`config.mk`:
```
export PLATFORM = sky130hd
export DESIGN_NAME = div_seq_32
export DESIGN_NICKNAME = d
export VERILOG_FILES = /design/src/rtl/div_seq_32.sv
export SDC_FILE = /design/constraint.sdc
export NUM_CORES = 1
export LEC_CHECK = 0
export BUFFER_PORTS_ARGS = -buffer_cell sky130_fd_sc_hd__buf_2
export CAP_MARGIN = 20
export CELL_PAD_IN_SITES_DETAIL_PLACEMENT = 0
export CELL_PAD_IN_SITES_GLOBAL_PLACEMENT = 1
export CORE_MARGIN = 2
export CORE_UTILIZATION = 50
export DETAILED_ROUTE_END_ITERATION = 8
export PLACE_DENSITY = 0.91
export SYNTH_ARGS = -nofsm -noshare
export SYNTH_HDL_FRONTEND = slang
export SYNTH_SLANG_ARGS = --single-unit
```
`constraint.sdc`:
```
create_clock -name clk -period 8.2 [get_ports clk]
set_input_delay 0.41 -clock clk [delete_from_list [all_inputs] [get_ports clk]]
set_output_delay 0.41 -clock clk [all_outputs]
set_load 0.1 [all_outputs]
```
`src/rtl/div_seq_32.sv`:
```
// Sequential 32-bit restoring divider for MIPS div/divu: operand capture,
// sign normalisation, 32 trial subtractions through one sub_32, sign fix-up.
module sub_32 (
  input  logic [31:0] a,
  input  logic [31:0] b,
  output logic [31:0] diff,
  output logic        borrow
);
  assign {borrow, diff} = {1'b0, a} - {1'b0, b};
endmodule

module div_seq_32 (
  input  logic        clk,
  input  logic        rst_n,
  input  logic        start,
  input  logic        is_signed,
  input  logic [31:0] dividend,
  input  logic [31:0] divisor,
  output logic        busy,
  output logic        done,
  output logic [31:0] quotient,
  output logic [31:0] remainder,
  output logic        div_by_zero
);
  typedef enum logic [2:0] {IDLE, PREP, ITER, FIX, DONE} state_t;

  state_t      state, state_nxt;
  logic [31:0] a_r, b_r, dvs, quo, rem, diff;
  logic        sgn_r, neg_q, neg_r, borrow, take, accept;
  logic [4:0]  cnt;
  logic [32:0] s;

  // rem's 33rd bit is always zero after an update (a restore only happens
  // when s[32] = 0), so only the low 32 bits are stored.
  assign s      = {rem, quo[31]};
  assign take   = s[32] | ~borrow;
  assign accept = start & ((state == IDLE) | (state == DONE));

  sub_32 u_sub (.a(s[31:0]), .b(dvs), .diff(diff), .borrow(borrow));

  always_comb begin
    state_nxt = state;
    case (state)
      IDLE:    if (start) state_nxt = PREP;
      PREP:    state_nxt = (b_r == 32'h0) ? DONE : ITER;
      ITER:    if (cnt == 5'd31) state_nxt = FIX;
      FIX:     state_nxt = DONE;
      DONE:    if (start) state_nxt = PREP;
      default: state_nxt = IDLE;
    endcase
  end

  always_ff @(posedge clk or negedge rst_n) begin
    if (!rst_n) begin
      state <= IDLE;
      busy  <= 1'b0;
      done  <= 1'b0;
    end else begin
      state <= state_nxt;
      busy  <= (state_nxt == PREP) | (state_nxt == ITER) | (state_nxt == FIX);
      done  <= (state_nxt == DONE);
    end
  end

  always_ff @(posedge clk or negedge rst_n) begin
    if (!rst_n) begin
      a_r         <= '0;
      b_r         <= '0;
      sgn_r       <= 1'b0;
      neg_q       <= 1'b0;
      neg_r       <= 1'b0;
      dvs         <= '0;
      quo         <= '0;
      rem         <= '0;
      cnt         <= '0;
      quotient    <= '0;
      remainder   <= '0;
      div_by_zero <= 1'b0;
    end else begin
      if (accept) begin
        a_r   <= dividend;
        b_r   <= divisor;
        sgn_r <= is_signed;
      end
      case (state)
        PREP: begin
          neg_q <= sgn_r & (a_r[31] ^ b_r[31]);
          neg_r <= sgn_r & a_r[31];
          dvs   <= (sgn_r & b_r[31]) ? ~b_r + 32'd1 : b_r;
          quo   <= (sgn_r & a_r[31]) ? ~a_r + 32'd1 : a_r;
          rem   <= '0;
          cnt   <= '0;
          if (b_r == 32'h0) begin
            quotient    <= 32'hFFFF_FFFF;
            remainder   <= a_r;
            div_by_zero <= 1'b1;
          end
        end
        ITER: begin
          rem <= take ? diff : s[31:0];
          quo <= {quo[30:0], take};
          cnt <= cnt + 5'd1;
        end
        FIX: begin
          quotient    <= neg_q ? -quo : quo;
          remainder   <= neg_r ? -rem : rem;
          div_by_zero <= 1'b0;
        end
        default: ;
      endcase
    end
  end
endmodule
```
==> results of run 1 <==
## cell type report
cell class	instances	area (um^2)
flip-flops and latches	238	5956
repair buffers	149	855.8
fillers	2393	11420
clock inverters	7	100.1
well taps	341	426.7
clock buffers	42	782.0
inverters	47	176.4
multi-input cells	1091	7082
## worst max-delay path, cell delays in order, from the launching register on
cell and delay, ns:
dfrtp_1 0.44, or4_4 0.56, nor4b_2 0.37, and2_4 0.25
nand3_2 0.13, nor4_4 0.44, o21a_1 0.92, o22ai_1 0.16
a21oi_1 0.15
## cells in the final DEF (no fill, tap or decap), types with 27 or more instances in the layout
cell / n
nor3_1: 43
a21oi_1: 102
dfrtp_1: 238
nor2_1: 106
clkbuf_16: 27
xnor2_1: 82
o21ai_0: 145
nand2_1: 156
a22oi_1: 30
mux2_2: 58
xor2_1: 61
buf_2: 133
ha_1: 38
inv_1: 47
o31ai_1: 30
## cell families after synthesis
| kind of cell | share of synthesized area [%] |
|---|---|
| adders and majority gates | 3.657 |
| AOI/OAI and AO/OA | 19.53 |
| xor gates and xnor gates | 9.243 |
| muxes | 5.263 |
| DFF | 43.95 |
| buffers and inverters | 3.915 |
| and+or+nand+nor | 14.44 |
## layer usage
layer / routed length, um / up-vias
met5: 0 / -
met4: 883 / 0
met3: 1454 / 57
met2: 14650 / 285
met1: 15310 / 5200
li1: - / 5401
## flip-flops by register name, indices dropped and copies added (netlist names)
name,count
a_r,32
b_r,32
busy,1
cnt,5
div_by_zero,1
done,1
dvs,32
neg_q,1
neg_r,1
quo,32
quotient,32
rem,32
remainder,32
sgn_r,1
state,3
## per-stage QoR
stage | instance area (um^2) | hold WS, ns | utilization (%) | std cells
final | 15380 | 0.06186 | 57.38 | 1915
after global routing | 15380 | 0.05877 | 57.38 | 1915
after CTS | 15320 | 0.04802 | 57.15 | 1912
after detailed placement | 14420 | 0.4341 | 53.82 | 1862
after global placement | 14400 | 0.4284 | 53.72 | 1861
after floorplan | 13550 | 0.1144 | - | 1456
## worst max path at each step
stage	start	end
after floorplan	quo[31]	rem[25]
after global placement	b_r[6]	remainder[26]
after detailed placement	b_r[6]	remainder[26]
after CTS	b_r[6]	remainder[26]
after global routing	quo[31]	rem[27]
final	b_r[6]	remainder[25]
==> impl_metrics.ini, run 1 <==
[outcome]
status = finished clean

[drt]
detail-route-antenna-nets = 0
drt_first_pass_iters = 5
wl_per_cell_um = 16.87
drtIter0Drc = 716
num_vias = 10940
wl_um = 32300
drt_drc_violations_left = 0
via_per_inst = 5.714

[floorplan]
die_height_um = 168.6
die_x_um = 168.6
die-area_um2 = 28430
ios = 135
floorplan.initialDensity_pct = 50.56
num_rows = 60
coreArea_um2 = 26800

[timing]
period_needed_ns = 3.512
drv_slew = 0
worst_pin_slew_ns = 1.110
max_slew_margin_pct = 26.02
rsz0062_at_grt = no
finalCritPeriodShare_pct = 42.83
finalSetupViolCount = 0
fmax_ghz = 0.2847
final.setup.tns_ns = 0
finClkSkew_ns = 0.01868
setup_slack_ns = 4.688
hold_violations = 0

[cells_and_area]
layout-drive-gt1-share_pct = 17.22
area_growth_pct = 13.49
fin_nets = 1661
antenna_cells = 0

[synthesis]
ys_async_sr_fraction_pct = 100.0
synth_edf_count = 0
ys_seq_area_share_pct = 43.95
synth_area_leaders = dfrtp_1 (44%), o21ai_0 (5.4%), xnor2_1 (5.3%)
syn_nets = 1563
synth_top_area_cell = dfrtp_1
synthTopCellsByCount = dfrtp_1 (238), nand2_1 (156), o21ai_0 (145)
syn_area_per_cell_um2 = 9.307
ys.flop_type = dfrtp_1
yosysTopAreaCellShare_pct = 43.95
synth_seq_cells = 238
synthCells = 1456
yosysWarningCount = 0
synthDistinctLibCells = 70
synth_area_um2 = 13550
yosysMostFrequentCell = dfrtp_1

[placed_design]
pre_cts_ws_ns = 4.593
numPortBuffers = 134
gp_congestion = 0.9000
dp.final_hpwl_um = 23220

[cts]
cts_resized = 0
cts-root-buf = clkbuf_16
cts_made_buffers = 27
clock_latency_ns = 0.55
cts_sinks = 238
cts_max_level = 1
path_clk_slew_ns = 0.06
cts_hold_buf = 1
cts_setup_buffers = 0
cts_tree = yes
cts_buffer_depth = 3

[min_path]
hold_end = a_r[28]
worstHoldPathCells = 3
hp-start = dividend[28]
hold_path.class = input port to flop

[worst_setup_path]
worstSetupPathType = flop to flop
r2r_slack_ns = 4.69
reg2reg_depth = 8
required_ns = 8.68
r2r-end = remainder[25]
cp_max_fo = 28
worstReg2RegStart = b_r[6]
arrival_ns = 3.99
cp-start-kind = flop
cp-end-kind = flop

[global_route]
met3_usage_pct = 3.063
grt_max_degree = 84
grt-busiest-layer = met2
use_met1_pct = 32.71
grt_pass1_vias = 10380
grt_pass1_wl_um = 53820
grtUsageTotal_pct = 23.07
use_met2_pct = 37.54
antenna_found_initial = 0
overflow = 0

[job]
drv_cap = 0
Power of run 1 is not shown: default switching activity piles up to over one toggle a cycle in this logic, so the estimate is an artifact.
==> run 2, diff against run 1 <==
--- a/config.mk
+++ b/config.mk
@@ -5,14 +5,15 @@
 export SDC_FILE = /design/constraint.sdc
 export NUM_CORES = 1
 export LEC_CHECK = 0
+export ABC_AREA = 1
 export BUFFER_PORTS_ARGS = -buffer_cell sky130_fd_sc_hd__buf_2
 export CAP_MARGIN = 20
 export CELL_PAD_IN_SITES_DETAIL_PLACEMENT = 0
 export CELL_PAD_IN_SITES_GLOBAL_PLACEMENT = 1
 export CORE_MARGIN = 2
-export CORE_UTILIZATION = 50
+export CORE_UTILIZATION = 39
 export DETAILED_ROUTE_END_ITERATION = 8
-export PLACE_DENSITY = 0.91
+export PLACE_DENSITY = 0.82
 export SYNTH_ARGS = -nofsm -noshare
 export SYNTH_HDL_FRONTEND = slang
 export SYNTH_SLANG_ARGS = --single-unit
==> constraint.sdc (replaced) <==
create_clock -name clk -period 2.96 [get_ports clk]
set_input_delay 0.148 -clock clk [delete_from_list [all_inputs] [get_ports clk]]
set_output_delay 0.148 -clock clk [all_outputs]
set_load 0.1 [all_outputs]
==> impl_metrics.ini, run 2 <==
[outcome]
status = finished clean

[drt]
wl_um = 50400
wl_met2_um = 21790
num_vias = 15550
drt-met1-wl_um = 24870
wl_per_cell_um = 16.42
detail-route-antenna-nets = 0
drtIter0Drc = 1293
wl_met3_um = 2713
drt_first_pass_iters = 6
via_per_inst = 5.064
top_layer_used = met4
drt_drc_violations_left = 0

[global_route]
grt_max_degree = 76
grtUsageTotal_pct = 24.40
overflow = 0
antenna_found_initial = 0
grt_pass1_wl_um = 80470
grt_pass1_vias = 14710

[cts]
clock_latency_ns = 0.57
cts_tree = yes
cts_made_buffers = 29
cts-root-buf = clkbuf_16
cts_max_level = 1
cts_sinks = 238
cts_buffer_depth = 3
cts_resized = 0
cts_setup_buffers = 0
path_clk_slew_ns = 0.06

[floorplan]
die_x_um = 204.5
die-area_um2 = 41830
die_height_um = 204.5
num_rows = 73
ios = 135
floorplan.initialDensity_pct = 39.47
coreArea_um2 = 39730

[synthesis]
yosysWarningCount = 0
synthCells = 2332
synthTopCellsByCount = nand2_1 (655), inv_1 (332), nor2_1 (286)
synth_edf_count = 0
syn_nets = 2439
synth_seq_cells = 238
synth_area_um2 = 15680
ys_async_sr_fraction_pct = 100.0
yosysMostFrequentCell = nand2_1
synthDistinctLibCells = 43
synth_top_area_cell = dfrtp_1
syn_area_per_cell_um2 = 6.724
ys.flop_type = dfrtp_1
ys_seq_area_share_pct = 37.98
synth_area_leaders = dfrtp_1 (38%), nand2_1 (16%), nand3_1 (8.0%)
yosysTopAreaCellShare_pct = 37.98

[timing]
max_slew_margin_pct = 35.27
final.setup.tns_ns = 0
finClkSkew_ns = 0.01472
drv_slew = 0
finalCritPeriodShare_pct = 86.82
period_needed_ns = 2.570
finalSetupViolCount = 0
hold_violations = 0
worst_pin_slew_ns = 0.9710
rsz0062_at_grt = no
fmax_ghz = 0.3891

[worst_setup_path]
arrival_ns = 3.02
worstSetupPathType = flop to flop
r2r-end = rem[7]
required_ns = 3.41
cp_max_fo = 21
r2r_slack_ns = 0.39
crit_path_end = rem[7]
cp-start-kind = flop
crit_start = quo[31]
cp-end-kind = flop
reg2reg_depth = 16
worstReg2RegStart = quo[31]

[placed_design]
dpl_cell_area_um2 = 17000
dp.final_hpwl_um = 38320
numPortBuffers = 134
gp_congestion = 0.9134

[cells_and_area]
layout-drive-gt1-share_pct = 10.42
area_growth_pct = 18.61
final_cell_mix = nand2_1 (654), inv_1 (332), nor2_1 (286)
postLayoutCellArea_um2 = 18600
layout_commonest_cell = nand2_1
fin_nets = 2631

[min_path]
hold_path.class = input port to async pin

[job]
drv_cap = 0
## run 2: cell types whose count changed in the layout (fill, tap and decap cells not counted), moves of 52 or more
cell | before | now
dlygate4sd3_1 | 1 | 67
nor2_1 | 106 | 286
nand3_1 | 10 | 252
xnor2_1 | 82 | 11
mux2_2 | 58 | 6
inv_1 | 47 | 332
nand2_1 | 156 | 654
## run 2: how the worst min path moves through the flow
stage,start,end,slack [ns],depth (start not counted)
6_report,rst_n,quotient[3],0.14,2
5_1_grt,rst_n,quotient[2],0.20,2
2_1_floorplan,rst_n,a_r[0],-0.15,0
4_1_cts,rst_n,quotient[3],0.16,2
3_5_place_dp,rst_n,quotient[3],0.17,1
3_3_place_gp,rst_n,quotient[3],0.16,1
## run 2: layer usage
layer	vias up	global-route usage (%)
li1	7827	-
met1	7256	36.08
met2	398	37.54
met3	66	3.691
met4	0	5.435
met5	-	0
## run 2: stage by stage
stage	hold WS, ns	util (%)	cells	worst slack [ns]
after floorplan	-0.1476	-	2332	0.7932
after global placement	0.1640	42.78	2951	0.4599
after detailed placement	0.1692	42.78	2951	0.3792
after CTS	0.1598	46.81	3069	0.3638
after global routing	0.1954	46.81	3069	0.1290
final	0.1422	46.81	3070	0.3900
## run 2: worst max-delay path, stage by stage (launching register included)
cell and delay (ns):
dfrtp_1 0.36, inv_1 0.10, ha_1 0.23, fa_1 0.41, inv_1 0.11, nand2_1 0.06, nand2_1 0.10, nand3_1 0.09
nand2_2 0.12, nand2_2 0.07, nand2_2 0.08, nand3_4 0.08, nand2_4 0.22, buf_4 0.22, nand2_1 0.07, nand3_1 0.07
nand2_1 0.06
## run 2: cells by family (layout without fill, tap and decap cells)
| family | Yosys count | count (layout) | share of synthesized area (%) |
|---|---|---|---|
| and+or+nand+nor | 1278 | 1278 | 34.45 |
| buffers and inverters | 416 | 628 | 10.35 |
| AOI/OAI and AO/OA | 309 | 309 | 11.07 |
| DFF | 238 | 238 | 37.98 |
| xor gates and xnor gates | 46 | 46 | 2.569 |
| adders and majority gates | 39 | 39 | 3.160 |
| muxes | 6 | 6 | 0.4308 |
| other | 0 | 1 | 0 |
## run 2: layout make-up
class | instances | area, um^2
inverters | 339 | 1272
fillers | 4095 | 21130
well taps | 525 | 656.9
clock buffers | 40 | 817.0
diodes | 1 | 2.502
repair buffers | 238 | 1667
flip-flops and latches | 238 | 5956
clock inverters | 11 | 111.4
multi-input cells | 1678 | 8117
## run 2: repair_timing
| item | 4_1_cts | 5_1_grt |
|---|---|---|
| hold endpoints to repair | 134 | 0 |
| setup endpoints to repair | 0 | 0 |
| hold buffers | 67 | 0 |
Power of run 2 is left out for the same reason.
==> run 3, diff against run 2 <==
--- a/config.mk
+++ b/config.mk
@@ -7,7 +7,6 @@
 export LEC_CHECK = 0
 export ABC_AREA = 1
 export BUFFER_PORTS_ARGS = -buffer_cell sky130_fd_sc_hd__buf_2
-export CAP_MARGIN = 20
 export CELL_PAD_IN_SITES_DETAIL_PLACEMENT = 0
 export CELL_PAD_IN_SITES_GLOBAL_PLACEMENT = 1
 export CORE_MARGIN = 2
==> constraint.sdc (replaced) <==
create_clock -name clk -period 2.1 [get_ports clk]
set_input_delay 0.105 -clock clk [delete_from_list [all_inputs] [get_ports clk]]
set_output_delay 0.105 -clock clk [all_outputs]
set_load 0.1 [all_outputs]
==> impl_metrics.ini, run 3 (synthesis results as in run 2) <==
[global_route]
grt_max_degree = 72
grt_pass1_wl_um = 85160
overflow = 0
grtUsageTotal_pct = 25.84
antenna_found_initial = 3
grt_pass1_vias = 15690

[cts]
cts-root-buf = clkbuf_16
path_clk_slew_ns = 0.06
cts_max_level = 1
cts_sinks = 238
clock_latency_ns = 0.59
cts_tree = yes
cts_buffer_depth = 3
cts_made_buffers = 30

[min_path]
hold_path.class = input port to async pin

[placed_design]
dp.final_hpwl_um = 40790
gp_congestion = 0.9182
place_inst = 3090
numPortBuffers = 134

[cells_and_area]
layout_commonest_cell = nand2_1
instances_no_fill = 3235
area_growth_pct = 32.08
fillers = 4006
multiInputGateArea_um2 = 8660
regArea_um2 = 5957
antenna_cells = 0
final_cell_mix = nand2_1 (631), inv_1 (321), nor2_1 (265)
fin_nets = 2794
layout-drive-gt1-share_pct = 19.70

[timing]
hold_violations = 0
worst_pin_slew_ns = 0.6112
setup_slack_ns = -0.05348
finClkSkew_ns = 0.02997
fmax_ghz = 0.4644
drv_slew = 0
rsz0062_at_grt = yes
finalSetupViolCount = 31
max_slew_margin_pct = 59.25
finalCritPeriodShare_pct = 102.5
period_needed_ns = 2.153

[floorplan]
ios = 135
num_rows = 73
floorplan.initialDensity_pct = 39.47
die_x_um = 204.5
die-area_um2 = 41830
coreArea_um2 = 39730
die_height_um = 204.5

[drt]
drtIter0Drc = 1280
wl_um = 54210
wl_per_cell_um = 16.76
drt_drc_violations_left = 0
drt_first_pass_iters = 7
via_per_inst = 5.079
num_vias = 16430
detail-route-antenna-nets = 0

[worst_setup_path]
reg2reg_depth = 17
arrival_ns = 2.61
required_ns = 2.56
cp_max_fo = 8
cp-end-kind = flop
worstSetupPathType = flop to flop
cp-start-kind = flop

[outcome]
failed_checks = setup timing
status = complete, but fails checks

[job]
drv_cap = 0
[run 3: cell type report]
cell class | count | share of cell area (%)
clock buffer | 46 | 4.549
inverter | 339 | 6.144
clock inverter | 9 | 0.5981
sequential | 238 | 28.76
timing repair buffer | 399 | 14.96
multi-input combinational | 1679 | 41.81
tap | 525 | 3.172
[run 3: critical path: stages (launching register included)]
cell and delay, ns:
dfrtp_1 0.37, inv_2 0.06, ha_4 0.16, fa_2 0.34, inv_2 0.07, nand2_2 0.06
nand2_4 0.07, nand3_2 0.07, nand2_2 0.08, nand2_2 0.07, nand2_4 0.08, nand3_4 0.07
nand2_4 0.08, buf_6 0.10, buf_12 0.12, nand3_1 0.08, nand2_1 0.07, nand2_1 0.05
[run 3: per-stage QoR]
| stage | hold WS, ns | cell area, um^2 | setup TNS, ns | setup slack [ns] | utilization [%] |
|---|---|---|---|---|---|
| 2_1_floorplan | -0.1906 | 15700 | 0 | 0.02316 | - |
| 3_3_place_gp | -0.008804 | 18160 | -0.9714 | -0.07491 | 45.70 |
| 3_5_place_dp | -0.007000 | 18160 | -3.206 | -0.1288 | 45.70 |
| 4_1_cts | 0.09471 | 20200 | -3.169 | -0.1152 | 50.85 |
| 5_1_grt | 0.1299 | 20710 | -4.487 | -0.1619 | 52.13 |
| 6_report | 0.1086 | 20710 | -0.9471 | -0.05348 | 52.13 |
[run 3: routing by layer]
layer / routed length [um] / global-route usage [%] / vias to the layer above / share of wire, %
met5: 0 / 0 / - / 0
met4: 1209 / 5.383 / 0 / 2.2
met3: 3264 / 3.484 / 77 / 6.0
met2: 23850 / 40.79 / 471 / 44
met1: 25880 / 37.73 / 7737 / 48
li1: - / - / 8145 / -
[run 3: final timing paths]
path	from	slack [ns]	end
min in group clk	divisor[18]	0.31	b_r[18]
max in group asynchronous	rst_n	1.53	b_r[8]
min	rst_n	0.11	quotient[2]
min reg2reg	cnt[3]	0.47	cnt[3]
max	quo[31]	-0.05	rem[30]
max reg2reg	quo[31]	-0.05	rem[30]
[run 3: what timing repair did]
item	in CTS	in global routing
gates cloned	3	2
endpoints found under the setup margin	34	91
pin swaps	12	15
buffers inserted	7	10
hold buffers	68	0
hold endpoints to repair	305	0
resized for setup	42	87
Power of run 3 is left out for the same reason.
